<file path="src/rtl/inst_word_assembler.sv">
// rtl/inst_word_assembler.sv - pairs AVR instruction words into complete 16/32-bit instructions for decode
module inst_word_assembler #(
    parameter int W = 16
) (
    input  logic         clk,
    input  logic         ireset,
    input  logic [W-1:0] imem_data,
    input  logic         imem_valid,
    input  logic [W-1:0] pc_in,
    input  logic         stall,
    input  logic         flush,
    output logic         ready,
    output logic [W-1:0] inst,
    output logic [W-1:0] inst2,
    output logic [W-1:0] inst_pc,
    output logic         is_32,
    output logic         inst_valid,
    output logic         overrun
);

    typedef enum logic [1:0] {
        IDLE = 2'd0,
        HALF = 2'd1,
        FULL = 2'd2
    } state_t;

    state_t state;
    logic   detect;

    // LDS/STS and JMP/CALL carry a second word of address or immediate
    always_comb begin
        detect = ((imem_data & W'(16'hFC0F)) == W'(16'h9000))
              || ((imem_data & W'(16'hFE0C)) == W'(16'h940C));
    end

    assign ready = (state != FULL) || !stall;

    always_ff @(posedge clk or posedge ireset) begin
        if (ireset) begin
            state      <= IDLE;
            inst       <= '0;
            inst2      <= '0;
            inst_pc    <= '0;
            is_32      <= 1'b0;
            inst_valid <= 1'b0;
            overrun    <= 1'b0;
        end else if (flush) begin
            state      <= IDLE;
            inst_valid <= 1'b0;
        end else begin
            if (imem_valid && !ready) begin
                overrun <= 1'b1;
            end
            case (state)
                IDLE: begin
                    if (imem_valid) begin
                        inst       <= imem_data;
                        inst_pc    <= pc_in;
                        is_32      <= detect;
                        state      <= detect ? HALF : FULL;
                        inst_valid <= !detect;
                    end
                end
                HALF: begin
                    if (imem_valid) begin
                        inst2      <= imem_data;
                        state      <= FULL;
                        inst_valid <= 1'b1;
                    end
                end
                FULL: begin
                    // consumed this edge; a waiting word issues back-to-back
                    if (!stall) begin
                        if (imem_valid) begin
                            inst       <= imem_data;
                            inst_pc    <= pc_in;
                            is_32      <= detect;
                            state      <= detect ? HALF : FULL;
                            inst_valid <= !detect;
                        end else begin
                            state      <= IDLE;
                            inst_valid <= 1'b0;
                        end
                    end
                end
                default: begin
                    state      <= IDLE;
                    inst_valid <= 1'b0;
                end
            endcase
        end
    end

endmodule

</file>
<file path="config.mk">
export PLATFORM = sky130hd
export DESIGN_NAME = inst_word_assembler
export DESIGN_NICKNAME = d
export VERILOG_FILES = /design/src/rtl/inst_word_assembler.sv
export SDC_FILE = /design/constraint.sdc
export NUM_CORES = 1
export LEC_CHECK = 0
export ABC_AREA = 1
export ABC_CLOCK_PERIOD_IN_PS = 5280
export BUFFER_PORTS_ARGS = -buffer_cell sky130_fd_sc_hd__buf_4
export CORE_MARGIN = 1
export CORE_UTILIZATION = 43
export CTS_CLUSTER_DIAMETER = 60
export DETAILED_ROUTE_END_ITERATION = 10
export PLACE_DENSITY = 0.73
export SLEW_MARGIN = 10
export SYNTH_ARGS = -nofsm -noshare
export SYNTH_HDL_FRONTEND = slang
export SYNTH_SLANG_ARGS = --single-unit
</file>
<file path="constraint.sdc">
create_clock -name clk -period 5.28 [get_ports clk]
set_clock_uncertainty 0.2 [all_clocks]
set_input_delay 1.056 -clock clk [delete_from_list [all_inputs] [get_ports clk]]
set_output_delay 1.056 -clock clk [all_outputs]
set_load 0.02 [all_outputs]
</file>
After elaboration in Yosys (flattened, before gate mapping)
Index checks and enable logic that the tools add are counted. Widths: inputs -> output; s select.

Register bits: 53. Word-level logic and storage cells: 51. Output and inout port bits: 52.

Eq/ne operators: 9. Bitwise operators: 1. Reduce and logical (&&, ||, !) cells: 12. Multiplexer cells: 22.

Operator list (count): $mux 16 (4); $pmux 16 s2 (2); $mux 2 (6); $eq 10x10->1 const B (1); $eq 9x9->1 const B (1); $ne 3x3->1 const B (3); $reduce_and 3->1 (3); $mux 1 (7); $pmux 2 s3 (1); $ne 2x2->1 const B (2); $logic_not 1->1 (3); $pmux 1 s3 (1); $eq 2x1->1 const B (1); $eq 2x2->1 const B (1); $logic_not 2->1 (1); $logic_or 1x1->1 (2); $pmux 1 s2 (1); $reduce_and 2->1 (1); $reduce_bool 2->1 (1); $logic_and 1x1->1 (1); $not 1->1 (1).

Logic depth before layout (Yosys ltp)
Gate-level depths: netlist of the first run.

Depth in word-level cells: 7. Gate-level depth with buffers: 7. Depth with buffers taken out: 7.

Least setup slack after synthesis of the first run
OpenSTA, ideal clock, no wires.

Path kind: input to output. From: in stall. To: out ready. Arrival: 1.441 ns. Setup slack: 2.583 ns. Buffers on the path: 0. Stages on the path: 3. Required time: 4.024 ns. Cells stage by stage: nand2_1 nor2_1 inv_1.

Cells in the longest elaborated chain, start to end: 2.

Ends and longest elaborated chain: start: declaration (line 10) `input logic stall,`; $logic_not 1->1; $logic_or 1x1->1 (line 36) `assign ready = (state != FULL) || !stall;`; end: declaration (line 12) `output logic ready,`.

Every way passes these cells.

Worst setup path in the final report of the first run
Ends and elaborated chain as after synthesis.

==> results of run 1 <==
worst max-delay path by stage:
stage,endpoint,slack [ns],cells past startpoint
finish,ready,2.34,5
global route,ready,2.30,5
CTS,ready,2.35,5
detailed placement,ready,2.36,5
global placement,ready,2.38,5
floorplan,ready,2.58,3
synth_stat cells, types with 2 or more instances:
library cell / instances / area, um^2
nand2_1: 60 / 225
dfrtp_1: 52 / 1300
inv_1: 38 / 143
o21ai_1: 32 / 160
o21ai_2: 12 / 105
nor2_1: 8 / 30.0
buf_6: 6 / 67.6
o21ai_0: 5 / 25.0
nand3_1: 4 / 20.0
buf_2: 3 / 15.0
nand4_1: 2 / 12.5
sequential cells by signal (all words and copies together) (netlist names):
| register | flops |
|---|---|
| inst2 | 16 |
| inst | 16 |
| inst_pc | 16 |
| state | 2 |
| is_32 | 1 |
| overrun | 1 |
layer usage:
| metal | part of all wire, % | wire length [um] | vias to the layer above | global-route usage (%) |
|---|---|---|---|---|
| met2 | 45 | 1870 | 62 | 27.4 |
| met1 | 45 | 1900 | 755 | 22.0 |
| li1 | - | - | 877 | - |
| met3 | 8.6 | 361 | 5 | 7.18 |
| met4 | 1.0 | 42 | 0 | 4.58 |
| met5 | 0 | 0 | - | 0 |
stage by stage:
step,utilization [%],hold WS (ns),setup slack (ns),instances
after detailed placement,58.9,0.250,2.36,375
after CTS,60.3,0.271,2.35,380
after global routing,60.3,0.307,2.30,380
after floorplan,-,0.365,2.58,229
after global placement,58.9,0.248,2.38,375
final,60.3,0.265,2.34,380
where the power goes:
group / switching (mW) / total [mW] / internal (mW) / leakage [nW]
Sequential: 0.0230 / 0.462 / 0.439 / 0.670
Clock: 0.114 / 0.200 / 0.0857 / 0.0359
Combinational: 0.120 / 0.214 / 0.0941 / 0.880
critical path: stages:
cell and delay, ns:
buf_4 0.08, nand2_1 0.07, nor2_1 0.24, inv_1 0.07, buf_4 0.16
final cells by class:
class | instances | area, um^2 | area share [%]
clock buffer | 5 | 68.8 | 2.38
inverter | 39 | 146 | 5.07
multi-input combinational | 128 | 619 | 21.4
sequential | 52 | 1300 | 45.1
tap | 67 | 83.8 | 2.90
timing repair buffer | 89 | 668 | 23.1
kinds of logic (layout without fill, tap and decap cells):
logic type      after synthesis  count (layout)
flops                        52              52
buf+inv                      49             133
simple gates                 78              78
compound gates               50              50
==> summary.md, run 1 <==
| Metric | Value |
|---|---|
| Worst Setup Start Kind | `primary input` |
| Mux cell area share after synthesis | `0%` |
| Distinct cells, synth | `18` |
| Number of diodes | `0` |
| Post-cts resize count | `0` |
| Layout overhead on the synthesized area | `34.1%` |
| Layout Nets | `352` |
| Worst slew margin | `29.7%` |
| Sum of internal, switching and leakage power | `876 uW` |
| Hold Crit Start | `overrun` |
| Full die area | `5290 um^2` |
| Layout cells sized above 1 | `35.8%` |
| End of the worst register-to-register path | `inst_pc[0]` |
| Arrival time of data at the critical path endpoint | `1.68 ns` |
| Vertical extent of the die | `72.8 um` |
| RSZ-0062 raised after global routing | `no` |
| Inserted Clock Buffers | `5` |
| Cts hold-fix bufs | `0` |
| Post-Place Cell Area | `2820 um^2` |
| Antenna violations before repair | `0` |
| Final-layout setup total negative slack | `0 ns` |
| Initial cell density of the core | `45.0%` |
| Vias in the first global route | `1621` |
| Avg Inst Size Synth | `9.40 um^2` |
| Worst min-delay path category | `flip-flop to flip-flop` |
| Slew at the pin closest to its max-slew limit | `1.05 ns` |
| Largest fanout on the critical path | `4` |
| CP Launch Point | `stall` |
| Combinational family with the most area after synthesis | `simple AND/OR/NAND/NOR gates` |
| Final Cycle Share | `55.6%` |
| Overflow left after global routing | `0` |
| EDFF count, synth | `0` |
| HPWL after DPL | `3050 um` |
| Postcts setup bufs | `0` |
| Cell count of the worst hold path | `1` |
| Setup Viol. Count Final | `0` |
| Simple-gate share of the synthesized area | `14.9%` |
| Most common library cell in the layout ignoring fill and taps | `buf_4` |
| Number of iterations in the first detailed-routing pass | `4` |
| Required time at the endpoint of the critical path | `4.02 ns` |
| Power per unit of standard cell area | `303 nW/um^2` |
| Io pins | `89` |
| Synth Area in Compound Gates | `13.8%` |
| Num Clock Sinks | `52` |
| Synth Area in XOR/XNOR | `0%` |
| Reported leakage power | `1.59 nW` |
| Max Buffers Root-to-Sink | `2` |
| Fraction of the yosys area taken by sequential cells | `60.4%` |
| Final worst path period need | `2.94 ns` |
| Start-to-end type of the worst setup path | `primary input to primary output` |
| Number of cell rows | `25` |
| Number of cells traversed by the worst register-to-register path | `5` |
| Primary FF master, synth | `dfrtp_1` |
| Via count | `1699` |
| Number of remaining DRC errors | `0` |
| Worst-path clk slew | `0.08 ns` |
| DRT antenna net count | `0` |
| Routed wire length | `4170 um` |
| Final Cell Area | `2890 um^2` |
| Outcome | `complete, no violations` |
| Worst VDD drop | `0.000165 V` |
| Clk Latency, worst-skew pair | `0.29 ns` |
| Count of final max-slew check failures | `0` |
| Share of synthesized registers carrying an async set or reset | `100%` |
| Synthesis Warnings | `0` |
| Maxcap violations | `0` |
| Root buffer selected by CTS | `clkbuf_8` |
| Post-synthesis net count | `266` |
| Nature of the critical path endpoint | `primary output` |
| Flop2flop setup slack | `3.26 ns` |
| Mean routed wirelength per cell | `11.0 um` |
| Cell area after synthesis | `2150 um^2` |
| Number of synthesized register bits | `52` |
| Number of input and output port buffers inserted | `88` |
| Upper clock frequency limit | `0.340 GHz` |
| Maximum level of the CTS H-tree | `2` |
| Core footprint | `4790 um^2` |
| First-pass GRT wire length | `7020 um` |
| Leading cell types in the layout, fill and taps excluded | `buf_4 (89), nand2_1 (60), dfrtp_1 (52), inv_1 (37), o21ai_1 (32)` |
| Number of inserted filler cells in the final layout | `447` |
| Synthesized instance count | `229` |
| CTS tree | `yes` |
| Iter 0 DRT Violations | `54` |
| Maximum number of pins on one net before global-route repair | `53` |
| Detailed-route vias per instance | `4.47` |
| Worst R2R Start | `state[1]` |
| Final hold violation count | `0` |
| Arithmetic-cell share of the synthesized area counting full adders, half adders and majority gates | `0%` |
| Horizontal die dimension | `72.8 um` |
| Overall Global Routing Usage | `17.3%` |
| Final estimated routing congestion in global placement | `0.727` |
| Hold path endpoint | `overrun` |
(Power assumes the default switching activity.)
==> inputs of run 2 (changes only) <==
--- a/config.mk
+++ b/config.mk
@@ -6,7 +6,7 @@
 export NUM_CORES = 1
 export LEC_CHECK = 0
 export ABC_AREA = 1
-export ABC_CLOCK_PERIOD_IN_PS = 5280
+export ABC_CLOCK_PERIOD_IN_PS = 2980
 export BUFFER_PORTS_ARGS = -buffer_cell sky130_fd_sc_hd__buf_4
 export CORE_MARGIN = 1
 export CORE_UTILIZATION = 43
==> constraint.sdc (replaced) <==
create_clock -name clk -period 2.98 [get_ports clk]
set_clock_uncertainty 0.2 [all_clocks]
set_input_delay 0.596 -clock clk [delete_from_list [all_inputs] [get_ports clk]]
set_output_delay 0.596 -clock clk [all_outputs]
set_load 0.02 [all_outputs]
==> summary.md, run 2 (same netlist as run 1, synthesis figures left out) <==
| Metric | Value |
|---|---|
| Outcome | `complete, no violations (unchanged)` |
| Postcts setup bufs | `0 (unchanged)` |
| Num Clock Sinks | `52 (unchanged)` |
| Final Hold Slack | `0.139 ns (was 0.265 ns)` |
| Detailed-route vias per instance | `4.44 (was 4.47)` |
| Worst-path clk slew | `0.09 ns (was 0.08 ns)` |
| Start-to-end type of the worst setup path | `flip-flop to primary output (was primary input to primary output)` |
| Horizontal die dimension | `72.8 um (unchanged)` |
| Iter 0 DRT Violations | `79 (was 54)` |
| Largest registers | `inst2 (16), inst (16), inst_pc (16) (unchanged)` |
| Critical path's top delay family | `flip-flops (was buffers and inverters)` |
| Clk Latency, worst-skew pair | `0.30 ns (was 0.29 ns)` |
| Cts hold-fix bufs | `0 (unchanged)` |
| Root buffer selected by CTS | `clkbuf_8 (unchanged)` |
| Setup Viol. Count Final | `0 (unchanged)` |
| Maximum level of the CTS H-tree | `2 (unchanged)` |
| Number of input and output port buffers inserted | `88 (unchanged)` |
| Arrival time of data at the critical path endpoint | `1.28 ns (was 1.68 ns)` |
| Final hold violation count | `0 (unchanged)` |
| Upper clock frequency limit | `0.482 GHz` |
| Overall Global Routing Usage | `17.4% (was 17.3%)` |
| Layout Nets | `354 (was 352)` |
| First-pass GRT wire length | `6950 um (was 7020 um)` |
| RSZ-0062 raised after global routing | `no (unchanged)` |
| Final worst path period need | `2.08 ns` |
| Number of diodes | `0 (unchanged)` |
| Proportion of power drawn by flip-flops and latches | `51.1% (was 52.7%)` |
| Core footprint | `4790 um^2 (unchanged)` |
| Combinational share of power | `23.9% (was 24.4%)` |
| Max Buffers Root-to-Sink | `2 (unchanged)` |
| Buffers plus inverters on the worst setup path | `2 (was 3)` |
| Final estimated routing congestion in global placement | `0.753 (was 0.727)` |
| Internal power contribution | `1.13 mW (was 619 uW)` |
| CP Cell Sequence | `nand2_1 > nor2_1 > inv_1 > buf_4 (was buf_4 > nand2_1 > nor2_1 > inv_1 > buf_4)` |
| Net Sw Power | `471 uW (was 257 uW)` |
| Maximum number of pins on one net before global-route repair | `37 (was 53)` |
| Required time at the endpoint of the critical path | `2.18 ns (was 4.02 ns)` |
| Power per unit of standard cell area | `546 nW/um^2 (was 303 nW/um^2)` |
| Layout cells sized above 1 | `36.8% (was 35.8%)` |
| Vias in the first global route | `1601 (was 1621)` |
| Fin util | `61.4% (was 60.3%)` |
| Count of final max-slew check failures | `0 (unchanged)` |
| DRT antenna net count | `0 (unchanged)` |
| Leading cell types in the layout, fill and taps excluded | `buf_4 (90), nand2_1 (60), dfrtp_1 (52), inv_1 (37), o21ai_1 (32) (was buf_4 (89), nand2_1 (60), dfrtp_1 (52), inv_1 (37), o21ai_1 (32))` |
| Full die area | `5290 um^2 (unchanged)` |
| Antenna violations before repair | `0 (unchanged)` |
| Worst Setup Start Kind | `flip-flop (was primary input)` |
| Nature of the critical path endpoint | `primary output (unchanged)` |
| Number of remaining DRC errors | `0 (unchanged)` |
| Relative contribution of the clock network to total power | `25.0% (was 22.8%)` |
| Cell at the slowest stage of the critical path | `dfrtp_1 (was nor2_1)` |
| Slew at the pin closest to its max-slew limit | `0.562 ns (was 1.05 ns)` |
| Layout overhead on the synthesized area | `36.5% (was 34.1%)` |
| Most common library cell in the layout ignoring fill and taps | `buf_4 (unchanged)` |
| Largest fanout on the critical path | `4 (unchanged)` |
| Final Cycle Share | `69.7%` |
| Worst slew margin | `62.4% (was 29.7%)` |
| Maxcap violations | `0 (unchanged)` |
| HPWL after DPL | `3140 um (was 3050 um)` |
| Post-cts resize count | `0 (unchanged)` |
| Worst min-delay path category | `primary input to asynchronous set/reset pin (was flip-flop to flip-flop)` |
| Worst VDD drop | `0.000308 V (was 0.000165 V)` |
| Reported leakage power | `1.61 nW (was 1.59 nW)` |
| Vertical extent of the die | `72.8 um (unchanged)` |
| CTS tree | `yes (unchanged)` |
| Inserted Clock Buffers | `5 (unchanged)` |
| Final-layout setup total negative slack | `0 ns (unchanged)` |
| Mean routed wirelength per cell | `11.0 um (about the same)` |
| Number of cell rows | `25 (unchanged)` |
| Overflow left after global routing | `0 (unchanged)` |
| Io pins | `89 (unchanged)` |
| Routed wire length | `4250 um (was 4170 um)` |
| Initial cell density of the core | `45.0% (unchanged)` |
| Switching share of total power | `29.3% (was 29.4%)` |
| Number of iterations in the first detailed-routing pass | `4 (unchanged)` |
| Slowest cell delay on critical path | `0.42 ns (was 0.24 ns)` |
| Via count | `1710 (was 1699)` |
## run 2: cell type report
type / instances / area, um^2
fillers: 458 / 1850
flip-flops and latches: 52 / 1300
repair buffers: 91 / 696
multi-input cells: 128 / 619
inverters: 39 / 146
well taps: 67 / 83.8
clock buffers: 6 / 82.6
clock inverters: 2 / 10.0
## run 2: worst register-to-register path, delay by kind of cell, from the launching register on
family | cells | cell delay (ns)
flip-flops | 1 | 0.43
AND/OR/NAND/NOR | 2 | 0.49
AO/OA/AOI/OAI | 1 | 0.29
## run 2: worst paths after layout
check,start,endpoint,slack [ns],cells after the start
hold / removal,ireset,inst_pc[11],0.14,2
hold reg to reg,inst_pc[1],inst_pc[1],0.29,2
setup reg to reg,state[1],inst2[6],1.47,3
min in group clk,inst_pc[1],inst_pc[1],0.29,2
max in group asynchronous,ireset,inst[10],1.91,3
setup / recovery,state[1],ready,0.90,4
## run 2: stage by stage
step	instances	power (mW)	setup WS (ns)	instance area (um^2)
floorplan	229	1.04	0.926	2150
finish	385	1.61	0.904	2940
global route	385	1.70	0.791	2940
detailed placement	377	1.22	0.981	2850
global placement	377	1.21	1.00	2850
CTS	385	1.63	0.888	2940
## run 2: layer usage
layer	vias to the layer above	track usage (%)	part of all wire, %
met5	-	0	0
met4	0	5.23	1.2
met3	6	6.08	7.6
met2	64	28.3	44
met1	754	21.8	47
li1	886	-	-
## run 2: power groups by stage
| stage | Combinational (mW) | Sequential (mW) | Clock (mW) |
|---|---|---|---|
| 4_1_cts | 0.389 | 0.821 | 0.419 |
| 5_1_grt | 0.419 | 0.829 | 0.448 |
| 6_report | 0.383 | 0.820 | 0.402 |
| 3_3_place_gp | 0.381 | 0.832 | 0 |
| 2_1_floorplan | 0.119 | 0.922 | 0 |
| 3_5_place_dp | 0.389 | 0.833 | 0 |
